==> src/rtl/mem_drain_if.sv <==
// Handshake/bus bundle between mem_drain, the acquisition memory and the downstream consumer.
// Optional word_parity signal is present only when MEM_DRAIN_PARITY_EN is defined.
interface mem_drain_if;
  logic       full;
  logic       mem_write;
  logic [1:0] data_in;
  logic       read;
  logic [1:0] address;
  logic [7:0] word_out;
  logic       word_valid;
  logic       word_ready;
  logic       done;
`ifdef MEM_DRAIN_PARITY_EN
  logic       word_parity;

  modport master (
    input  full, mem_write, data_in, word_ready,
    output read, address, word_out, word_valid, done, word_parity
  );
  modport slave (
    output full, mem_write, data_in, word_ready,
    input  read, address, word_out, word_valid, done, word_parity
  );
`else
  modport master (
    input  full, mem_write, data_in, word_ready,
    output read, address, word_out, word_valid, done
  );
  modport slave (
    output full, mem_write, data_in, word_ready,
    input  read, address, word_out, word_valid, done
  );
`endif
endinterface

==> src/rtl/mem_drain.sv <==
// Drains the 4x2-bit acquisition memory into one packed 8-bit word on a rising full flag.
// Build option MEM_DRAIN_PARITY_EN adds a registered even-parity output.
//
// state   | meaning
// IDLE    | waiting for a 0->1 edge on full
// READ    | read strobe at address idx, retried while mem_write blocks it
// CAPT    | load returned sample into slot idx
// PRESENT | word_valid high until word_ready accepts it
module mem_drain (
  input  logic         new_clk,
  input  logic         reset,
  mem_drain_if.master  bus
);

  typedef enum logic [1:0] {IDLE, READ, CAPT, PRESENT} state_t;

  state_t     state, state_nxt;
  logic       full_d;
  logic [1:0] idx, idx_nxt;
  logic [7:0] word, word_nxt;
  logic       done_r, done_nxt;
  logic       start;

  assign start = bus.full & ~full_d;

  always_ff @(posedge new_clk or posedge reset) begin
    if (reset) begin
      state  <= IDLE;
      full_d <= 1'b0;
      idx    <= 2'd0;
      word   <= 8'd0;
      done_r <= 1'b0;
    end else begin
      state  <= state_nxt;
      full_d <= bus.full;
      idx    <= idx_nxt;
      word   <= word_nxt;
      done_r <= done_nxt;
    end
  end

  always_comb begin
    state_nxt = state;
    idx_nxt   = idx;
    word_nxt  = word;
    done_nxt  = 1'b0;
    case (state)
      IDLE: begin
        if (start) begin
          idx_nxt   = 2'd0;
          state_nxt = READ;
        end
      end
      READ: begin
        // memory gives writes priority, so a colliding read must be reissued
        if (!bus.mem_write) state_nxt = CAPT;
      end
      CAPT: begin
        word_nxt[{idx, 1'b0} +: 2] = bus.data_in;
        if (idx == 2'd3) begin
          state_nxt = PRESENT;
        end else begin
          idx_nxt   = idx + 2'd1;
          state_nxt = READ;
        end
      end
      PRESENT: begin
        if (bus.word_ready) begin
          done_nxt  = 1'b1;
          state_nxt = IDLE;
        end
      end
      default: state_nxt = IDLE;
    endcase
  end

  assign bus.read       = (state == READ);
  assign bus.address    = idx;
  assign bus.word_out   = word;
  assign bus.word_valid = (state == PRESENT);
  assign bus.done       = done_r;

`ifdef MEM_DRAIN_PARITY_EN
  logic parity;

  always_ff @(posedge new_clk or posedge reset) begin
    if (reset)              parity <= 1'b0;
    else if (state == CAPT) parity <= ^word_nxt;
  end

  assign bus.word_parity = parity;
`endif

endmodule

==> src/flat_wrapper.sv <==
// flat-port wrapper written by rule: the top's interface ports become plain ports
module mem_drain_flat 
  (new_clk, reset, bus_full, bus_mem_write, bus_data_in, bus_word_ready, bus_read, bus_address, bus_word_out, bus_word_valid, bus_done);
  mem_drain_if bus_i ();
  input  logic new_clk;
  input  logic reset;
  input wire logic [$bits(bus_i.full)-1:0] bus_full;
  input wire logic [$bits(bus_i.mem_write)-1:0] bus_mem_write;
  input wire logic [$bits(bus_i.data_in)-1:0] bus_data_in;
  input wire logic [$bits(bus_i.word_ready)-1:0] bus_word_ready;
  output wire logic [$bits(bus_i.read)-1:0] bus_read;
  output wire logic [$bits(bus_i.address)-1:0] bus_address;
  output wire logic [$bits(bus_i.word_out)-1:0] bus_word_out;
  output wire logic [$bits(bus_i.word_valid)-1:0] bus_word_valid;
  output wire logic [$bits(bus_i.done)-1:0] bus_done;
  assign bus_i.full = bus_full;
  assign bus_i.mem_write = bus_mem_write;
  assign bus_i.data_in = bus_data_in;
  assign bus_i.word_ready = bus_word_ready;
  assign bus_read = bus_i.read;
  assign bus_address = bus_i.address;
  assign bus_word_out = bus_i.word_out;
  assign bus_word_valid = bus_i.word_valid;
  assign bus_done = bus_i.done;
  mem_drain u_core (.new_clk(new_clk), .reset(reset), .bus(bus_i));
endmodule
==> config.mk <==
export PLATFORM = sky130hd
export DESIGN_NAME = mem_drain_flat
export DESIGN_NICKNAME = d
export VERILOG_FILES = /design/src/rtl/mem_drain_if.sv /design/src/rtl/mem_drain.sv /design/src/flat_wrapper.sv
export SDC_FILE = /design/constraint.sdc
export NUM_CORES = 1
export LEC_CHECK = 0
export ABC_AREA = 1
export BUFFER_PORTS_ARGS = -buffer_cell sky130_fd_sc_hd__buf_2
export CAP_MARGIN = 0
export CORE_MARGIN = 2
export CORE_UTILIZATION = 50
export DETAILED_ROUTE_END_ITERATION = 8
export PLACE_DENSITY = 0.76
export SYNTH_ARGS = -nofsm -noshare
export SYNTH_HDL_FRONTEND = slang
export SYNTH_SLANG_ARGS = --single-unit
==> constraint.sdc <==
create_clock -name new_clk -period 1.53 [get_ports new_clk]
set_input_delay 0.3825 -clock new_clk [delete_from_list [all_inputs] [get_ports new_clk]]
set_output_delay 0.3825 -clock new_clk [all_outputs]
set_load 0.005 [all_outputs]
==> impl_metrics.json, run 1 <==
{
  "ys_seq_area_share_pct": 44.9,
  "ir_drop_mv": 0.895,
  "synth_xor_area_share_pct": 0,
  "cp_common_cell": "inv_1",
  "area_growth_syn_to_layout_pct": 17.3,
  "syn_area_per_cell_um2": 8.29,
  "startpoint_type": "flop",
  "rsz0062_at_grt": "false",
  "synth_top_family_by_area": "simple AND/OR/NAND/NOR gates",
  "pre_cts_ws_ns": 0.159,
  "synth_compound_area_share_pct": 6.42,
  "place_inst": 129,
  "clock-sinks": 14,
  "dieArea_um2": 1890,
  "wl_per_cell_um": 11.2,
  "crit_type": "flop to output port",
  "crit_family": "flip-flops",
  "die_x_um": 43.5,
  "ys_warn_count": 0,
  "drive_gt1_share_pct": 28.4,
  "regToRegSetupSlack_ns": 0.14,
  "path_max_fanout": 8,
  "final_net_count": 130,
  "max_slew_margin_pct": 63.4,
  "route.detailed.drc": 0,
  "htree_levels": 1,
  "cts-root-buf": "clkbuf_4",
  "cap_viol_max_count": 0,
  "num_vias": 660,
  "core_um2": 1490,
  "final_cell_mix": "24 x nand2_1, 19 x buf_2, 16 x inv_1, 13 x dfrtp_1, 7 x nand3_1",
  "slowest_stage": "dfrtp_2",
  "r2r-start": "u_core.bus.address[1]$_DFFE_PP0P_",
  "max_stage_delay_ns": 0.49,
  "worstPathRequired_ns": 1.15,
  "cp-end-kind": "output port",
  "grt-ovfl-total": 0,
  "track_usage_pct": 18.4,
  "ys_ff_latch": 14,
  "cts_inserted_buffers": 3,
  "drt_first_pass_iters": 4,
  "fin_crit_sh_pct": 95.2,
  "crit_chain": "inv_1 -> nand2_1 -> inv_1 -> buf_2",
  "worstHoldPathType": "input pin to asynchronous set/reset pin",
  "antenna_found_initial": 0,
  "grt_max_degree": 15,
  "synth.distinct_cells": 18,
  "final_antenna_net_count": 0,
  "grt_pass1_vias": 620,
  "finClkSkew_ns": 0.000879,
  "min_period_ns": 1.46,
  "hold_violations": 0,
  "critical_path.n_buffers_inverters": 3,
  "max_freq_mhz": 687,
  "n_antenna_cell": 0,
  "start_util_pct": 52.4,
  "synth-simple-area-share_pct": 29.7,
  "p_leak_nw": 0.530,
  "powerDensity_nw_per_um2": 1760,
  "arrival_ns": 1.07,
  "gp_congestion": 0.782,
  "synth_area_um2": 779,
  "outcome": "completed",
  "final_cell_area_um2": 915,
  "muxShareOfSynthArea_pct": 0,
  "postPlaceCellArea_um2": 891,
  "setup_slack_ns": 0.0740,
  "ios": 20,
  "final_common_cell": "nand2_1",
  "setup_tns_ns": 0,
  "grt_pass1_wl_um": 2590,
  "synth_fp_nets": 106,
  "maxSlewViolCount": 0,
  "port-buffer-count": 19,
  "cts_tree": "done",
  "setup_violations": 0,
  "cts_buffer_depth": 2,
  "die_y_um": 43.5,
  "synth_adder_area_share_pct": 8.03,
  "worst_slew_pin_slew_ns": 0.548,
  "fin_cells": 132,
  "syn_inst": 94,
  "hold_buffers": 0,
  "clkTransAtPathRegs_ns": 0.08,
  "drt_wl_total_um": 1480,
  "clock_latency_ns": 0.27,
  "first_iter_violations": 7,
  "dp_hpwl_um": 1180,
  "cp-startpoint": "u_core.state[1]$_DFFE_PP0P_",
  "std_cell_rows": 14,
  "viasPerCell": 5.00
}
[power breakdown]
| group | total, mW | switching [mW] | internal (mW) |
|---|---|---|---|
| Combinational | 0.769 | 0.463 | 0.307 |
| Sequential | 0.639 | 0.124 | 0.515 |
| Clock | 0.199 | 0.108 | 0.0910 |
| Total | 1.61 | 0.695 | 0.913 |
[cell usage after synthesis]
library cell / number / area [um2]
inv_1: 16 / 60.1
nand3_4: 1 / 17.5
o21ai_0: 4 / 20.0
nand2_2: 1 / 6.26
inv_4: 1 / 6.26
nand2_4: 1 / 11.3
o21a_1: 1 / 7.51
buf_6: 1 / 11.3
nand4_1: 6 / 37.5
nand2_1: 24 / 90.1
ha_1: 5 / 62.6
o21ai_1: 1 / 5.00
inv_2: 2 / 7.51
nor2_4: 1 / 11.3
dfrtp_1: 14 / 350
o21ai_2: 2 / 17.5
nand3_1: 7 / 35.0
nor2_1: 6 / 22.5
[path summary, 6_finish.rpt]
check,depth (start not counted),endpoint
worst max register to register,6,u_core.bus.word_out[5]$_DFFE_PP0P_
max in group asynchronous,2,u_core.state[1]$_DFFE_PP0P_
worst min register to register,2,u_core.bus.word_out[0]$_DFFE_PP0P_
min in group new_clk,1,u_core.full_d$_DFF_PP0_
worst min-delay path,2,u_core.bus.word_out[1]$_DFFE_PP0P_
worst max-delay path,4,bus_read
[per-layer routing]
metal,track usage [%],up-vias,wire length [um]
li1,-,339,-
met1,23.3,302,684
met2,30.7,17,722
met3,2.50,2,61
met4,9.09,0,9
met5,0,-,0
[worst register-to-register path: stages (launching register included)]
cell	delay, ns
dfrtp_1	0.44
inv_1	0.11
ha_1	0.31
inv_1	0.09
nor2_1	0.20
nand4_1	0.12
nand2_1	0.07
[stage by stage]
step	hold WS (ns)	power, mW	util (%)
floorplan	0.272	1.16	-
global placement	0.443	1.38	59.8
detailed placement	0.464	1.42	59.8
CTS	0.164	1.63	61.4
global route	0.174	1.76	61.4
finish	0.143	1.61	61.4
[layout make-up]
cell class | instances | area (um2)
tap | 16 | 20.0
multi-input combinational | 60 | 344
inverter | 19 | 73.8
timing repair buffer | 20 | 103
clock buffer | 3 | 22.5
sequential | 14 | 352
fill | 148 | 574
[registers in the layout, indices dropped and copies added, names as in the netlist]
signal / cells
u_core.bus.address: 2
u_core.bus.done: 1
u_core.bus.word_out: 8
u_core.full_d: 1
u_core.state: 2
[repair_timing]
action                                  4_1_cts  5_1_grt
buffers inserted                              0        0
resized for setup                             1        0
endpoints found under the setup margin        1        0
[cell families (layout without fill, tap and decap cells)]
group           after synthesis  in the layout
flops                        14             14
simple gates                 47             47
fa+ha+maj                     5              5
buf+inv                      20             42
compound gates                8              8
Power figures use the tool's default switching activity.
==> run 2, diff against run 1 <==
--- a/config.mk
+++ b/config.mk
@@ -11,7 +11,7 @@
 export CORE_MARGIN = 2
 export CORE_UTILIZATION = 50
 export DETAILED_ROUTE_END_ITERATION = 8
-export PLACE_DENSITY = 0.76
+export PLACE_DENSITY = 0.73
 export SYNTH_ARGS = -nofsm -noshare
 export SYNTH_HDL_FRONTEND = slang
 export SYNTH_SLANG_ARGS = --single-unit
==> run 2 against run 1 <==
Clock-buffer cell count increased by 1. Clock power rose by 38%. Wire length is 1.9% lower. Global-route usage is 0.41 points higher. Sequential share of layout area down 1.1 points. Register-to-register slack about the same. Utilization rose by 1.5 points. Sequential cell count unchanged. Design area increased by 2.5%. Setup slack better by 0.049 ns. Critical path type unchanged. Largest cell class unchanged.
==> impl_metrics.json, run 2 (synthesis gave the netlist of run 1 again) <==
{
  "p_sw_mw": 0.715,
  "regToRegSetupSlack_ns": 0.14,
  "r2r-start": "u_core.bus.address[0]$_DFFE_PP0P_",
  "viasPerCell": 4.96,
  "track_usage_pct": 18.8,
  "multi_input_area_um2": 347,
  "postCtsSetupRepairBufs": 0,
  "grtUsageMet3_pct": 2.50,
  "fin_crit_sh_pct": 92.0,
  "worstHoldPathType": "input pin to asynchronous set/reset pin",
  "ir_drop_mv": 0.847,
  "grt_max_degree": 15,
  "die_x_um": 43.5,
  "cts_buffer_depth": 2,
  "cp-end-kind": "output port",
  "finClkSkew_ns": 0.00313,
  "setup_violations": 0,
  "final_common_cell": "nand2_1",
  "max_slew_margin_pct": 65.2,
  "setup_tns_ns": 0,
  "p_clk_share_pct": 16.2,
  "dp_hpwl_um": 1120,
  "grt_pass1_vias": 621,
  "arrival_ns": 1.02,
  "min_period_ns": 1.41,
  "grt.met2_usage_pct": 27.8,
  "worstRegToRegCells": 6,
  "busiest_layer": "met2",
  "grt_pass1_wl_um": 2610,
  "clock-sinks": 14,
  "dieArea_um2": 1890,
  "fillers": 119,
  "num_vias": 664,
  "max_freq_mhz": 711,
  "route.detailed.drc": 0,
  "hold_violations": 0,
  "maxSlewViolCount": 0,
  "sw_frac_of_total_pct": 42.2,
  "final_net_count": 131,
  "totalPowerFinal_mw": 1.69,
  "worstPathRequired_ns": 1.15,
  "htree_levels": 1,
  "crit_type": "flop to output port",
  "p_comb_share_pct": 47.3,
  "post_cts_resize_count": 0,
  "final_cell_mix": "24 x nand2_1, 19 x buf_2, 16 x inv_1, 14 x dfrtp_1, 7 x nand3_1",
  "final_antenna_net_count": 0,
  "cts-root-buf": "clkbuf_4",
  "path_max_fanout": 6,
  "n_antenna_cell": 0,
  "die_y_um": 43.5,
  "std_cell_rows": 14,
  "clock_latency_ns": 0.29,
  "p_leak_nw": 0.543,
  "gp_congestion": 0.779,
  "powerDensity_nw_per_um2": 1810,
  "r2r-end": "u_core.bus.word_out[4]$_DFFE_PP0P_",
  "p_seq_share_pct": 36.5,
  "startpoint_type": "flop",
  "area_growth_syn_to_layout_pct": 20.2,
  "timing.hold.ws_ns": 0.110,
  "drt_first_pass_iters": 4,
  "drt_wl_total_um": 1450,
  "ios": 20,
  "core_um2": 1490,
  "hold_buffers": 0,
  "cap_viol_max_count": 0,
  "largest_reg_flops": 8,
  "start_util_pct": 52.4,
  "first_iter_violations": 13,
  "rsz0062_at_grt": "false",
  "clkTransAtPathRegs_ns": 0.09,
  "cts_tree": "done",
  "worst_slew_pin_slew_ns": 0.521,
  "outcome": "completed",
  "grt-ovfl-total": 0,
  "drive_gt1_share_pct": 29.7,
  "antenna_found_initial": 0,
  "port-buffer-count": 19,
  "use_met1_pct": 26.5,
  "regArea_um2": 350,
  "internal-power_mw": 0.980,
  "wl_per_cell_um": 10.8,
  "cts_inserted_buffers": 3
}
[run 2: cell count changes in the layout (fill, tap and decap cells not counted)]
| cell | change |
|---|---|
| buf_4 | +1 |
| nor2_1 | -1 |
| dfrtp_1 | +1 |
| clkbuf_8 | +1 |
| nor2_2 | +1 |
| dfrtp_2 | -1 |
[run 2: power by group through the flow]
stage	logic, mW	clock network [mW]	registers (mW)
final	0.802	0.275	0.618
after floorplan	0.531	0	0.631
after global routing	0.931	0.288	0.640
after detailed placement	0.794	0	0.628
after global placement	0.781	0	0.617
after CTS	0.799	0.284	0.620
[run 2: through the flow]
step	cells	cell area, um2	utilization [%]	setup WS, ns
floorplan	94	779	-	0.186
global placement	130	898	60.3	0.182
detailed placement	130	898	60.3	0.0878
CTS	134	935	62.8	0.0669
global route	134	937	62.9	0.0174
finish	134	937	62.9	0.123
[run 2: worst max-delay path by stage]
stage | from | to | cells past startpoint
global placement | u_core.bus.address[0]$_DFFE_PP0P_ | u_core.bus.word_out[4]$_DFFE_PP0P_ | 6
CTS | u_core.bus.address[0]$_DFFE_PP0P_ | u_core.bus.word_out[4]$_DFFE_PP0P_ | 6
floorplan | u_core.bus.address[0]$_DFFE_PP0P_ | u_core.bus.word_out[4]$_DFFE_PP0P_ | 6
finish | u_core.state[0]$_DFFE_PP0P_ | bus_read | 3
detailed placement | u_core.bus.address[0]$_DFFE_PP0P_ | u_core.bus.word_out[4]$_DFFE_PP0P_ | 6
global route | u_core.bus.address[0]$_DFFE_PP0P_ | u_core.bus.word_out[1]$_DFFE_PP0P_ | 7
[run 2: area by class of cell]
cell class | count | share of cell area, %
inverter | 19 | 7.88
sequential | 14 | 37.4
timing repair buffer | 21 | 11.7
clock buffer | 4 | 3.87
tap | 16 | 2.14
multi-input combinational | 60 | 37.0
[run 2: worst max-delay path: stages (launching register included)]
cell	delay [ns]
dfrtp_1	0.46
nand2_1	0.12
inv_1	0.04
buf_2	0.11
[run 2: routing by layer]
layer  vias to the layer above  wire, um
li1                        341         -
met5                         -         0
met3                         4        48
met2                        16       684
met1                       303       686
met4                         0        29
==> run 3, diff against run 2 <==
--- a/config.mk
+++ b/config.mk
@@ -11,6 +11,7 @@
 export CORE_MARGIN = 2
 export CORE_UTILIZATION = 50
 export DETAILED_ROUTE_END_ITERATION = 8
+export GPL_TIMING_DRIVEN = 0
 export PLACE_DENSITY = 0.73
 export SYNTH_ARGS = -nofsm -noshare
 export SYNTH_HDL_FRONTEND = slang
==> run 3 against run 2 <==
First-iteration DRC count rose by 31%. Largest cell class unchanged. Sequential power fell by 1%. Design area rose by 2.9%. Setup slack got worse by 0.034 ns. Non-clock buffer count rose by 3. Global-route usage fell by 0.66 points. Via count rose by 2.9%. Hold slack improved by 0.0029 ns. Cell count rose by 2.2%.
==> impl_metrics.json, run 3 (synthesis gave the netlist of run 1 again) <==
{
  "maxSlewViolCount": 0,
  "hold_buffers": 0,
  "finClkSkew_ns": 0.00316,
  "final_cell_mix": "24 x nand2_1, 19 x buf_2, 15 x inv_1, 13 x dfrtp_1, 7 x nand3_1",
  "largest_reg_flops": 8,
  "grt_max_degree": 15,
  "powerDensity_nw_per_um2": 1820,
  "grt-ovfl-total": 0,
  "worst_slew_pin_slew_ns": 0.527,
  "start_util_pct": 52.4,
  "cts-root-buf": "clkbuf_4",
  "final_common_cell": "nand2_1",
  "antenna_found_initial": 0,
  "wl_per_cell_um": 11.4,
  "rsz0062_at_grt": "false",
  "grtUsageMet3_pct": 2.50,
  "viasPerCell": 4.99,
  "die_y_um": 43.5,
  "p_seq_share_pct": 34.8,
  "startpoint_type": "flop",
  "hold_violations": 0,
  "busiest_layer": "met2",
  "cp-end-kind": "output port",
  "dieArea_um2": 1890,
  "min_period_ns": 1.44,
  "internal-power_mw": 1.02,
  "pre_cts_ws_ns": -0.0110,
  "p_comb_share_pct": 49.6,
  "grt_pass1_wl_um": 2480,
  "clock_latency_ns": 0.29,
  "clock-sinks": 14,
  "crit_type": "flop to output port",
  "first_iter_violations": 17,
  "p_leak_nw": 0.558,
  "num_vias": 683,
  "drt_first_pass_iters": 6,
  "p_clk_share_pct": 15.6,
  "htree_levels": 1,
  "dp_hpwl_um": 1130,
  "worstHoldPathType": "input pin to asynchronous set/reset pin",
  "grt_pass1_vias": 587,
  "setup_violations": 0,
  "clkTransAtPathRegs_ns": 0.09,
  "cts_buffer_depth": 2,
  "max_freq_mhz": 694,
  "n_antenna_cell": 0,
  "fillers": 121,
  "die_x_um": 43.5,
  "p_sw_mw": 0.734,
  "setup_slack_ns": 0.0893,
  "port-buffer-count": 19,
  "track_usage_pct": 18.2,
  "grt.met2_usage_pct": 29.3,
  "drive_gt1_share_pct": 33.1,
  "ios": 20,
  "cts_inserted_buffers": 3,
  "outcome": "completed",
  "sw_frac_of_total_pct": 41.8,
  "cap_viol_max_count": 0,
  "final_antenna_net_count": 0,
  "path_max_fanout": 6,
  "area_growth_syn_to_layout_pct": 23.8,
  "ir_drop_mv": 1.01,
  "std_cell_rows": 14,
  "totalPowerFinal_mw": 1.76,
  "use_met1_pct": 23.1,
  "gp_congestion": 0.749,
  "worstPathRequired_ns": 1.15,
  "route.detailed.drc": 0,
  "final_net_count": 134,
  "max_slew_margin_pct": 64.9,
  "drt_wl_total_um": 1570,
  "cts_tree": "done",
  "fin_crit_sh_pct": 94.2,
  "core_um2": 1490,
  "arrival_ns": 1.06
}
==> run 3: cell types whose count changed in the layout (fill, tap and decap cells not counted), sizes merged <==
cell,change
buf,+3
==> run 3: worst paths after layout <==
check	from	to	slack (ns)	cells past startpoint
max	u_core.state[1]$_DFFE_PP0P_	bus_read	0.09	5
min	reset	u_core.bus.word_out[6]$_DFFE_PP0P_	0.11	2
max reg2reg	u_core.bus.address[0]$_DFFE_PP0P_	u_core.bus.word_out[0]$_DFFE_PP0P_	0.13	5
min reg2reg	u_core.bus.word_out[5]$_DFFE_PP0P_	u_core.bus.word_out[5]$_DFFE_PP0P_	0.49	2
max in group asynchronous	reset	u_core.bus.address[0]$_DFFE_PP0P_	1.04	2
min in group new_clk	bus_full	u_core.full_d$_DFF_PP0_	0.21	1
==> run 3: power groups by stage <==
| stage | sequential (mW) | combinational [mW] | clock, mW |
|---|---|---|---|
| after floorplan | 0.631 | 0.531 | 0 |
| after global placement | 0.623 | 0.767 | 0 |
| after detailed placement | 0.629 | 0.794 | 0 |
| after CTS | 0.624 | 0.796 | 0.284 |
| after global routing | 0.637 | 0.989 | 0.294 |
| final | 0.612 | 0.873 | 0.274 |
==> run 3: stage by stage <==
| stage | hold slack [ns] | TNS (ns) | instance area, um2 | cells | utilization (%) |
|---|---|---|---|---|---|
| global route | 0.176 | 0 | 965 | 137 | 64.8 |
| CTS | 0.132 | 0 | 932 | 133 | 62.6 |
| detailed placement | 0.451 | -0.0132 | 895 | 129 | 60.1 |
| finish | 0.113 | 0 | 965 | 137 | 64.8 |
| floorplan | 0.272 | 0 | 779 | 94 | - |
| global placement | 0.443 | 0 | 895 | 129 | 60.1 |
==> run 3: metal layers <==
layer | wire length, um | vias to the layer above
li1 | - | 353
met2 | 764 | 13
met5 | 0 | -
met1 | 719 | 315
met4 | 25 | 0
met3 | 57 | 2
==> run 3: what timing repair did <==
action | CTS | global route
gates cloned | 0 | 0
gates resized for setup | 1 | 2
buffers inserted | 0 | 4
endpoints found under the setup margin | 4 | 6
==> run 3: layout make-up <==
| class | count | area [um2] | area share (%) |
|---|---|---|---|
| tap | 16 | 20.0 | 2.08 |
| clock buffer | 4 | 36.3 | 3.76 |
| buffer | 1 | 11.3 | 1.17 |
| sequential | 14 | 352 | 36.4 |
| inverter | 19 | 73.8 | 7.65 |
| multi-input combinational | 60 | 347 | 35.9 |
| timing repair buffer | 23 | 125 | 13.0 |
==> run 3: critical path: stages, from the launching register on <==
cell     delay (ns)
dfrtp_1        0.38
buf_6          0.13
inv_2          0.05
nand2_1        0.06
inv_1          0.06
buf_2          0.10
